File: config.mk
export PLATFORM = sky130hd
export DESIGN_NAME = major_state_seq
export DESIGN_NICKNAME = d
export VERILOG_FILES = /design/src/rtl/major_state_seq.sv
export SDC_FILE = /design/constraint.sdc
export NUM_CORES = 1
export LEC_CHECK = 0
export CAP_MARGIN = 25
export CORE_MARGIN = 5
export CORE_UTILIZATION = 39
export CTS_CLUSTER_DIAMETER = 80
export DETAILED_ROUTE_END_ITERATION = 6
export HOLD_SLACK_MARGIN = 0.15
export PLACE_DENSITY = 0.78
export REMOVE_ABC_BUFFERS = 1
export SLEW_MARGIN = 5
export SYNTH_ARGS = -nofsm -noshare
export SYNTH_HDL_FRONTEND = slang
export SYNTH_SLANG_ARGS = --single-unit
export TNS_END_PERCENT = 50
File: constraint.sdc
create_clock -name clk -period 2.8 [get_ports clk]
set_clock_uncertainty 0.2 [all_clocks]
set_input_delay 0.7 -clock clk [delete_from_list [all_inputs] [get_ports clk]]
set_output_delay 0.7 -clock clk [all_outputs]
set_load 0.02 [all_outputs]
File: src/rtl/major_state_seq.sv
// ---------------------------------------------------------------------------
// MajorStateSeq -- major-state sequencer for a PDP-8 style processor.
//
// Walks each instruction through fetch, decode, optional deferred (indirect)
// read, optional autoindex write-back, and the execute cycles. It drives
// the memory handshake and issues single-cycle datapath strobes.
//
// Ports
//   clk        rising-edge system clock
//   reset      asynchronous, active-high; forces HALTED and clears the stop latch
//   RUN        start pulse (honoured only while HALTED)
//   STOP       request to halt at the end of the current instruction
//   MEMACK     memory cycle complete (ignored outside memory states)
//   ISZZERO    incremented ISZ operand is zero
//   AAND..OPR  one-hot decoded opcode, valid from DECODE onward
//   IND/PPIND/DIR  addressing mode: indirect, autoindex indirect, direct
//   MEMRD/MEMWR  memory read/write request, held until MEMACK
//   MASRC      address source: 0=PC, 1=IR page/offset, 2=MA register
//   LDIR, PCINC, LDMA, MDINC, ALUGO, CLRAC, LDPC, EXOP  one-cycle strobes
//   RUNNING    high in every state except HALTED
//   STATE      current major-state encoding for panel and debug
// ---------------------------------------------------------------------------
module major_state_seq (
   input  logic       clk,
   input  logic       reset,
   input  logic       RUN,
   input  logic       STOP,
   input  logic       MEMACK,
   input  logic       ISZZERO,
   input  logic       AAND,
   input  logic       TAD,
   input  logic       ISZ,
   input  logic       DCA,
   input  logic       JMS,
   input  logic       JMP,
   input  logic       IOT,
   input  logic       OPR,
   input  logic       IND,
   input  logic       PPIND,
   input  logic       DIR,
   output logic       MEMRD,
   output logic       MEMWR,
   output logic [1:0] MASRC,
   output logic       LDIR,
   output logic       PCINC,
   output logic       LDMA,
   output logic       MDINC,
   output logic       ALUGO,
   output logic       CLRAC,
   output logic       LDPC,
   output logic       EXOP,
   output logic       RUNNING,
   output logic [3:0] STATE
);

   typedef enum logic [3:0] {
      S_HALTED = 4'd0,
      S_FETCH  = 4'd1,
      S_DECODE = 4'd2,
      S_DEFRD  = 4'd3,
      S_AUTOWR = 4'd4,
      S_EXRD   = 4'd5,
      S_EXWR   = 4'd6,
      S_EXJMP  = 4'd7,
      S_EXOPR  = 4'd8
   } state_t;

   state_t state_q, state_d;
   state_t execTarget;
   state_t decodeTarget;
   state_t routedState;
   logic   stopLatch_q, stopLatch_d;
   logic   stopEff;
   logic   decodeDirLoad;

   // Execute-phase routing of a memory-reference opcode once its effective
   // address is known. Anything unrecognised just goes back to fetch.
   always_comb begin
      execTarget = S_FETCH;
      if (JMP) begin
         execTarget = S_EXJMP;
      end else if (DCA || JMS) begin
         execTarget = S_EXWR;
      end else if (AAND || TAD || ISZ) begin
         execTarget = S_EXRD;
      end
   end

   // Routing out of DECODE. Operate/IOT never touch memory; indirect forms
   // take the deferred read first; direct forms go straight to execute and
   // load MA from the IR page/offset on the way.
   always_comb begin
      decodeTarget  = S_FETCH;
      decodeDirLoad = 1'b0;
      if (OPR || IOT) begin
         decodeTarget = S_EXOPR;
      end else if (IND || PPIND) begin
         decodeTarget = S_DEFRD;
      end else if (DIR) begin
         decodeTarget  = execTarget;
         decodeDirLoad = (execTarget != S_FETCH);
      end
   end

   // Next-state logic. A stop request is remembered until the machine would
   // next enter FETCH; at that point it lands in HALTED instead and the
   // latch is consumed. A STOP arriving in that very cycle counts too, which
   // is also what keeps RUN+STOP together from leaving HALTED.
   always_comb begin
      stopEff     = stopLatch_q | STOP;
      routedState = state_q;
      case (state_q)
         S_HALTED: if (RUN)    routedState = S_FETCH;
         S_FETCH:  if (MEMACK) routedState = S_DECODE;
         S_DECODE:             routedState = decodeTarget;
         S_DEFRD:  if (MEMACK) routedState = PPIND ? S_AUTOWR : execTarget;
         S_AUTOWR: if (MEMACK) routedState = execTarget;
         S_EXRD: begin
            if (MEMACK) begin
               if (AAND || TAD) begin
                  routedState = S_FETCH;
               end else if (ISZ) begin
                  routedState = S_EXWR;
               end else begin
                  routedState = S_FETCH;
               end
            end
         end
         S_EXWR:   if (MEMACK) routedState = S_FETCH;
         S_EXJMP:              routedState = S_FETCH;
         S_EXOPR:              routedState = S_FETCH;
         default:              routedState = S_HALTED;
      endcase

      state_d     = routedState;
      stopLatch_d = stopEff;
      if ((routedState == S_FETCH) && (state_q != S_FETCH) && stopEff) begin
         state_d     = S_HALTED;
         stopLatch_d = 1'b0;
      end
   end

   // State and stop-latch registers; reset lands in HALTED immediately so
   // every state-decoded output drops in the same cycle.
   always_ff @(posedge clk or posedge reset) begin
      if (reset) begin
         state_q     <= S_HALTED;
         stopLatch_q <= 1'b0;
      end else begin
         state_q     <= state_d;
         stopLatch_q <= stopLatch_d;
      end
   end

   // Output decode. Memory requests and MASRC depend only on state so they
   // stay stable while waiting for MEMACK; ack-qualified strobes fire
   // combinationally in the acking cycle.
   always_comb begin
      MEMRD   = 1'b0;
      MEMWR   = 1'b0;
      MASRC   = 2'd0;
      LDIR    = 1'b0;
      PCINC   = 1'b0;
      LDMA    = 1'b0;
      MDINC   = 1'b0;
      ALUGO   = 1'b0;
      CLRAC   = 1'b0;
      LDPC    = 1'b0;
      EXOP    = 1'b0;
      case (state_q)
         S_FETCH: begin
            MEMRD = 1'b1;
            MASRC = 2'd0;
            LDIR  = MEMACK;
            PCINC = MEMACK;
         end
         S_DECODE: begin
            MASRC = 2'd1;
            LDMA  = decodeDirLoad;
         end
         S_DEFRD: begin
            MEMRD = 1'b1;
            MASRC = 2'd1;
            MDINC = MEMACK & PPIND;
            LDMA  = MEMACK & ~PPIND;
         end
         S_AUTOWR: begin
            MEMWR = 1'b1;
            MASRC = 2'd1;
            LDMA  = MEMACK;
         end
         S_EXRD: begin
            MEMRD = 1'b1;
            MASRC = 2'd2;
            ALUGO = MEMACK & (AAND | TAD);
            MDINC = MEMACK & ISZ & ~(AAND | TAD);
         end
         S_EXWR: begin
            MEMWR = 1'b1;
            MASRC = 2'd2;
            CLRAC = MEMACK & DCA;
            LDPC  = MEMACK & JMS;
            PCINC = MEMACK & ISZ & ISZZERO;
         end
         S_EXJMP: LDPC = 1'b1;
         S_EXOPR: EXOP = 1'b1;
         default: ;
      endcase
   end

   assign RUNNING = (state_q != S_HALTED);
   assign STATE   = state_q;

endmodule
# After elaboration in Yosys (flattened, before gate mapping)
# Cells that the tools add are included.
# word_totals
mem_bits_rw	0
out_inout_bits	17
elab_cells	71
in_bits	17
mem_count	0
latchBits	0
ff_bits	5
romBits	0
# op_classes
shifts	0
reduce_logical	14
n_lt_le_gt_ge	0
mul	0
div	0
add_sub_neg	0
bitwise	12
eq_ne	11
mux	32
# ops
cell	n
$mux W4	11
$pmux W4 S8	1
$eq A4 B3 Y1 const B	4
$mux W3	5
$mux W1	10
$and A1 B1 Y1	8
$eq A4 B1 Y1 const B	2
$eq A4 B2 Y1 const B	2
$ne A4 B1 Y1 const B	2
$pmux W1 S2	3
$reduce_or A2 Y1	3
$reduce_or A3 Y1	2
$logic_or A1 B1 Y1	5
$eq A4 B4 Y1 const B	1
$logic_not A4 Y1	1
$pmux W2 S2	1
$reduce_bool A4 Y1	1
$pmux W1 S3	1
$logic_and A1 B1 Y1	2
$not A1 Y1	2
$or A1 B1 Y1	2

# Logic depth before layout (Yosys ltp)
# Gate-level depths: netlist of the first run.
# depth
ltp_word	13
mapped_depth	6
depth_no_buf	5

# Least setup slack after synthesis of the first run
# No wires, ideal clock.
# synth_path
kind	in2out
start	input port MEMACK
end	output port ALUGO
n_path_buf	2
slack_ns	-0.004
arrival_ns	1.904
cell_stages	3
t_required_ns	1.900
path_cell_list	clkdlybuf4s18_2 > clkbuf_2 > nor4b_1
# synth_via
elab_chain_cells	2
# synth_lines
item	line	text
from (decl)	28	input logic MEMACK,
$and A1 B1 Y1	195	ALUGO = MEMACK & (AAND | TAD);
$mux W1	170	case (state_q)
to (decl)	48	output logic ALUGO,
# No other way between the ends.

# Worst setup path after layout of the first run
# layout_path
start	input port AAND
end	output port LDMA
# layout_via
elab_chain_cells	10
# layout_lines
item	line	text
from (decl)	30	input logic AAND,
$logic_or A1 B1 Y1 (2 in series)	84	end else if (AAND || TAD || ISZ) begin
$mux W3	84	
$mux W3	82	end else if (DCA || JMS) begin
$mux W3	80	if (JMP) begin
$ne A4 B1 Y1	101	decodeDirLoad = (execTarget != S_FETCH);
$mux W1	99	end else if (DIR) begin
$mux W1	97	end else if (IND || PPIND) begin
$mux W1	95	if (OPR || IOT) begin
$pmux W1 S3	170	
to (decl)	46	output logic LDMA,
# No other way between the ends.

==> metrics.cfg, run 1 <==
[grt]
grt_usage = 0.200
first_global_vias = 923
grt_pass1_wl_um = 4120
antenna_found_initial = 0
gr-total-overflow = 0
grt_start_max_net_pins = 18

[logic_synthesis]
synth_area_leaders = dfrtp_1 (18%), nor2_1 (4.9%), o21ai_0 (4.3%), nand2_1 (4.3%), nor3b_1 (4.3%)
yosys_most_used_dff = dfrtp_1
synthTopCellsByCount = nor2_1 (9), nand2_1 (8), o21ai_0 (6)
synth_warnings = 0
synth_seq_cells = 5
post-synth-top-area-cell = dfrtp_1
ys_async_sr_fraction = 1.00
synth_top_area_frac = 0.181
synth.distinct_cells = 48
netlist_area_sq_um = 691
seq_area_frac_synth = 0.181
synth_edf_count = 0
synth_most_common_cell = nor2_1
postSynthCellCount = 91
synth.avg_cell_area_sq_um = 7.59

[detailed_routing]
via_per_inst = 5.40
post_drt_wl_per_cell_um = 14.4
antenna_left = 0
drt_wl_total_um = 2470
drc = 0
vias = 928
drtPass1Iterations = 4
drt_iter0_markers = 25

[setup_path]
max_stage_delay_ns = 0.45
path_max_fanout = 3
cp.buffers_inverters = 3
crit_path_cell_trace = clkdlybuf4s50_1 > nor3_2 > buf_4 > nand2_1 > a32o_1 > buf_2
cp.arrival_ns = 1.92
cp-start-kind = primary input
critPathKind = in2out
reg2reg_from = STATE[3]
rrSetupSlack_ns = 0.57
critPathTopFamily = buffers and inverters
endpoint_kind = primary output
reg2reg_to = stopLatch_q
slowest_stage = clkdlybuf4s50_1
required_ns = 1.90
reg2reg_depth = 6

[clock_network]
cts_max_level = 1
cts-hold-fix-buffers = 0
cts_buffers = 3
clock_path_buffers = 2
post_cts_buffers = 0
cts.sinks = 5
root_buffer = clkbuf_4
clock_latency_ns = 0.26
clk_pin_slew_ns = 0.04
cts_tree = done

[placement]
port_buffers = 33
gp_congestion = 0.888
dp_hpwl_um = 1960

[hold_path]
holdCritPathClass = reg2reg
hp-start = stopLatch_q
min_to = stopLatch_q
min_path_cells = 2

[timing]
rsz0062_at_grt = true
max_freq_mhz = 355
maxSlewHeadroom = 0.802
tns_ns = -0.0165
fin_crit_sh = 1.01
setup_slack_ns = -0.0165
finalCriticalPeriod_ns = 2.82
slew_viol_final = 0
setup_viol = 1
worstMarginPinSlew_ns = 0.296
hold_viol_final = 0

[final_layout]
utilization = 0.723
diodes = 0
multi_input_area_sq_um = 552
final-seq-area_sq_um = 125
n_fill_cell = 149
syn_to_final_growth_pct = 78.8
fin_nets = 165
drive_gt1_frac = 0.333

[power_and_ir_drop]
cellLeakagePower_uw = 0.000565
max-vdd-ir-drop_mv = 0.373
p_per_area_nw_per_um2 = 845

[flow_run]
cap_viol_max_count = 0

[die]
die-area_sq_um = 2710
start_util = 0.404
io_pins = 34
row_count = 15
die_y_um = 52.1
dieWidth_um = 52.1
core_area_sq_um = 1710

[status]
status = finished with violations
failed_checks = setup timing

[cells by family (layout without fill, tap and decap cells)]
kind of cell	count (synthesis)	after routing	share of synthesized area
compound gates	27	27	0.313
buf+inv	8	64	0.0634
flops	5	5	0.181
mux	1	1	0.0145
simple gates	50	50	0.428
[state kept, by name (all words and copies together), names as in the netlist]
signal and cells:
STATE 4, stopLatch_q 1
[per-stage QoR]
| step | setup slack, ns | instances | instance area (sq um) | power (uW) | hold slack (ns) |
|---|---|---|---|---|---|
| 2_1_floorplan | 0.258 | 85 | 654 | 570 | 0.279 |
| 3_3_place_gp | -0.424 | 168 | 1200 | 932 | 0.371 |
| 3_5_place_dp | -0.409 | 168 | 1200 | 944 | 0.391 |
| 4_1_cts | -0.225 | 172 | 1230 | 1030 | 0.402 |
| 5_1_grt | -0.0975 | 172 | 1230 | 1130 | 0.443 |
| 6_report | -0.0165 | 172 | 1230 | 1040 | 0.405 |
[report_power, final]
| part | total [uW] | leakage (uW) | switching [uW] | internal, uW |
|---|---|---|---|---|
| Clock | 90.5 | 0.0000150 | 36.2 | 54.3 |
| Combinational | 822 | 0.000485 | 423 | 399 |
| Sequential | 131 | 0.0000651 | 26.2 | 105 |
| Total | 1040 | 0.000565 | 486 | 558 |
[metal layers]
| metal | wire length, um | track usage | vias up |
|---|---|---|---|
| met5 | 0 | 0 | - |
| met4 | 32 | 0.0873 | 0 |
| met3 | 182 | 0.0287 | 5 |
| met2 | 1240 | 0.356 | 40 |
| met1 | 1010 | 0.235 | 421 |
| li1 | - | - | 462 |
[worst reg2reg max path, cell delays in order (launching register included)]
cell and delay (ns):
dfrtp_1 0.42, or4b_1 0.54, buf_4 0.17, nor2_1 0.09, o21ai_0 0.12, and4_1 0.20
o41a_1 0.36
[cell usage in the layout (no fill, tap or decap), drive strengths merged, types with 2 or more instances in the layout]
master         count
clkdlybuf4s50     24
inv                2
a31oi              2
nor3b              5
clkbuf             5
nand2              8
buf               28
nand2b             4
a21oi              2
nor2              10
o41a               2
nor3               4
nor2b              3
and3               3
o21ai              7
nor4b              2
nand4              3
dlygate4sd2        4
dfrtp              5
[area by class of cell]
type | count | share of cell area
flip-flops and latches | 5 | 0.101
well taps | 25 | 0.0253
inverters | 2 | 0.00608
repair buffers | 58 | 0.399
multi-input cells | 78 | 0.447
clock buffers | 4 | 0.0213
[how the worst max path moves through the flow]
stage,from,to,depth (start not counted)
2_1_floorplan,STATE[1],PCINC,3
3_3_place_gp,TAD,LDMA,6
3_5_place_dp,TAD,LDMA,6
4_1_cts,TAD,LDMA,6
5_1_grt,AAND,LDMA,6
6_report,AAND,LDMA,6
[timing repair]
| action | in CTS | in global routing |
|---|---|---|
| cloned | 0 | 0 |
| hold endpoints to repair | 0 | 0 |
| pin swaps | 3 | 1 |
| setup endpoints to repair | 10 | 7 |
| gates resized for setup | 20 | 12 |
Note: power is estimated with default switching activity, not from simulation.
==> run 2, diff against run 1 <==
--- a/config.mk
+++ b/config.mk
@@ -10,10 +10,8 @@
 export CORE_UTILIZATION = 39
 export CTS_CLUSTER_DIAMETER = 80
 export DETAILED_ROUTE_END_ITERATION = 6
-export HOLD_SLACK_MARGIN = 0.15
 export PLACE_DENSITY = 0.78
 export REMOVE_ABC_BUFFERS = 1
-export SLEW_MARGIN = 5
 export SYNTH_ARGS = -nofsm -noshare
 export SYNTH_HDL_FRONTEND = slang
 export SYNTH_SLANG_ARGS = --single-unit
==> results of run 2 <==
The final DEF is identical to that of run 1; final timing and power are the same.
==> run 3, diff against run 2 <==
==> constraint.sdc (replaced) <==
create_clock -name clk -period 3.2 [get_ports clk]
set_clock_uncertainty 0.2 [all_clocks]
set_input_delay 0.8 -clock clk [delete_from_list [all_inputs] [get_ports clk]]
set_output_delay 0.8 -clock clk [all_outputs]
set_load 0.02 [all_outputs]
==> run 3 against run 2 <==
  * Cell count decreased by 2.9%
  * Global-route usage fell by 3.5 points
  * The run now ends clean
  * Clock power down 24%
  * Power fell by 18%
  * Core utilization decreased by 2.6 points
  * Combinational power fell by 19%
  * Count of clock-buffer cells in the layout is the same
  * Wire length is 9.5% lower
==> metrics.cfg, run 3 (synthesis gave the netlist of run 1 again) <==
[status]
status = finished, final reports clean

[detailed_routing]
drtPass1Iterations = 4  ; unchanged
vias = 924  ; -0.43%
drt_iter0_markers = 31  ; +24%
antenna_left = 0  ; unchanged
drt_wl_total_um = 2240  ; -9.5%
drc = 0  ; unchanged
post_drt_wl_per_cell_um = 13.4  ; -6.8%
via_per_inst = 5.53  ; +2.6%

[timing]
hold_viol_final = 0  ; unchanged
rsz0062_at_grt = false
setup_viol = 0  ; -1
slew_viol_final = 0  ; unchanged
max_freq_mhz = 317
finalCriticalPeriod_ns = 3.16
setup_slack_ns = 0.0441  ; +0.0607 ns
maxSlewHeadroom = 0.733  ; -0.0685
worstMarginPinSlew_ns = 0.399  ; +0.103 ns
fin_crit_sh = 0.986
timing.hold.ws_ns = 0.338  ; -0.0664 ns

[final_layout]
drive_gt1_frac = 0.261  ; -0.0728
syn_to_final_growth_pct = 72.5
final_common_cell = clkdlybuf4s50_1
largest_reg_flops = 4  ; unchanged
n_fill_cell = 139  ; -6.7%
diodes = 0  ; unchanged
final-seq-area_sq_um = 125  ; unchanged
fin_nets = 160  ; -3.0%
multi_input_area_sq_um = 529  ; -4.1%
final_cell_mix = clkdlybuf4s50_1 (26), buf_4 (20), nor2_1 (8), nand2_1 (8), o21ai_0 (6)
stdcell_count = 167  ; -2.9%

[die]
core_area_sq_um = 1710  ; unchanged
start_util = 0.404  ; unchanged
row_count = 15  ; unchanged
die_y_um = 52.1  ; unchanged
io_pins = 34  ; unchanged
die-area_sq_um = 2710  ; unchanged
dieWidth_um = 52.1  ; unchanged

[power_and_ir_drop]
p_per_area_nw_per_um2 = 722  ; -15%
max-vdd-ir-drop_mv = 0.338  ; -9.3%
cellLeakagePower_uw = 0.000546  ; -3.3%

[flow_run]
cap_viol_max_count = 0  ; unchanged

[hold_path]
holdCritPathClass = reg2reg
min_path_cells = 1  ; -1
hp-start = STATE[3]
min_to = STATE[3]

[clock_network]
clk_pin_slew_ns = 0.04  ; about the same
cts-hold-fix-buffers = 0  ; unchanged
clock_latency_ns = 0.23  ; -0.03 ns
root_buffer = clkbuf_4
cts.sinks = 5  ; unchanged
clock_path_buffers = 2  ; unchanged
cts_tree = done
cts_buffers = 3  ; unchanged
cts_max_level = 1  ; unchanged

[setup_path]
cp-start-kind = primary input
path_max_fanout = 3  ; unchanged
rrSetupSlack_ns = 0.94  ; +0.37 ns
reg2reg_to = stopLatch_q
critPathKind = in2out
reg2reg_from = STATE[1]
endpoint_kind = primary output
required_ns = 2.20  ; +0.30 ns
reg2reg_depth = 5  ; -1
cp.arrival_ns = 2.16  ; +0.24 ns

[placement]
dp_hpwl_um = 1830  ; -7.0%
gp_congestion = 0.883  ; -0.55%
port_buffers = 33  ; unchanged
pre_cts_ws_ns = -0.276  ; +0.134 ns
dp_cells = 163  ; -3.0%

[grt]
first_global_vias = 850  ; -7.9%
grt_pass1_wl_um = 3480  ; -16%
antenna_found_initial = 0  ; unchanged
grt_usage = 0.165  ; -0.0353
grt_start_max_net_pins = 18  ; unchanged
gr-total-overflow = 0  ; unchanged

run 3: what timing repair did:
action,CTS,global route
resized for setup,7,6
hold endpoints to repair,0,0
setup endpoints to repair,6,4
pin swaps,0,0
setup buffers,0,0
run 3: how the worst max path moves through the flow:
| stage | startpoint | to | slack, ns | cells past startpoint |
|---|---|---|---|---|
| 3_3_place_gp | TAD | LDMA | -0.23 | 6 |
| 5_1_grt | TAD | ALUGO | 0.02 | 4 |
| 3_5_place_dp | TAD | ALUGO | -0.28 | 4 |
| 2_1_floorplan | STATE[1] | PCINC | 0.56 | 3 |
| 4_1_cts | TAD | LDMA | 0.009 | 6 |
| 6_report | TAD | ALUGO | 0.04 | 4 |
run 3: report_power, final:
group          switching, uW  leakage (uW)  total [uW]  internal (uW)
Combinational            340      0.000466         662            322
Clock                   21.8     0.0000150        68.7           46.9
Sequential              38.4     0.0000651         130           91.5
run 3: per-layer routing:
metal | vias up | global-route usage | wire, um
met2 | 43 | 0.308 | 1090
met1 | 424 | 0.176 | 891
met4 | 0 | 0.0699 | 41
li1 | 453 | - | -
met5 | - | 0 | 0
met3 | 4 | 0.0344 | 210
run 3: cell type report:
type                       count  share of cell area
multi-input combinational     78               0.444
timing repair buffer          53               0.396
sequential                     5               0.105
tap                           25              0.0263
clock buffer                   4              0.0221
inverter                       2             0.00630
run 3: stage by stage:
stage	TNS, ns	total power [uW]	utilization	area [sq um]
global placement	-0.590	785	0.683	1170
detailed placement	-0.931	793	0.683	1170
finish	0	860	0.697	1190
floorplan	0	498	-	654
global route	0	927	0.697	1190
CTS	0	863	0.697	1190
run 3: critical path: stages:
cell and delay [ns]:
clkdlybuf4s50_1 0.51, nor2_2 0.07, nor4b_1 0.40, dlygate4sd1_1 0.37
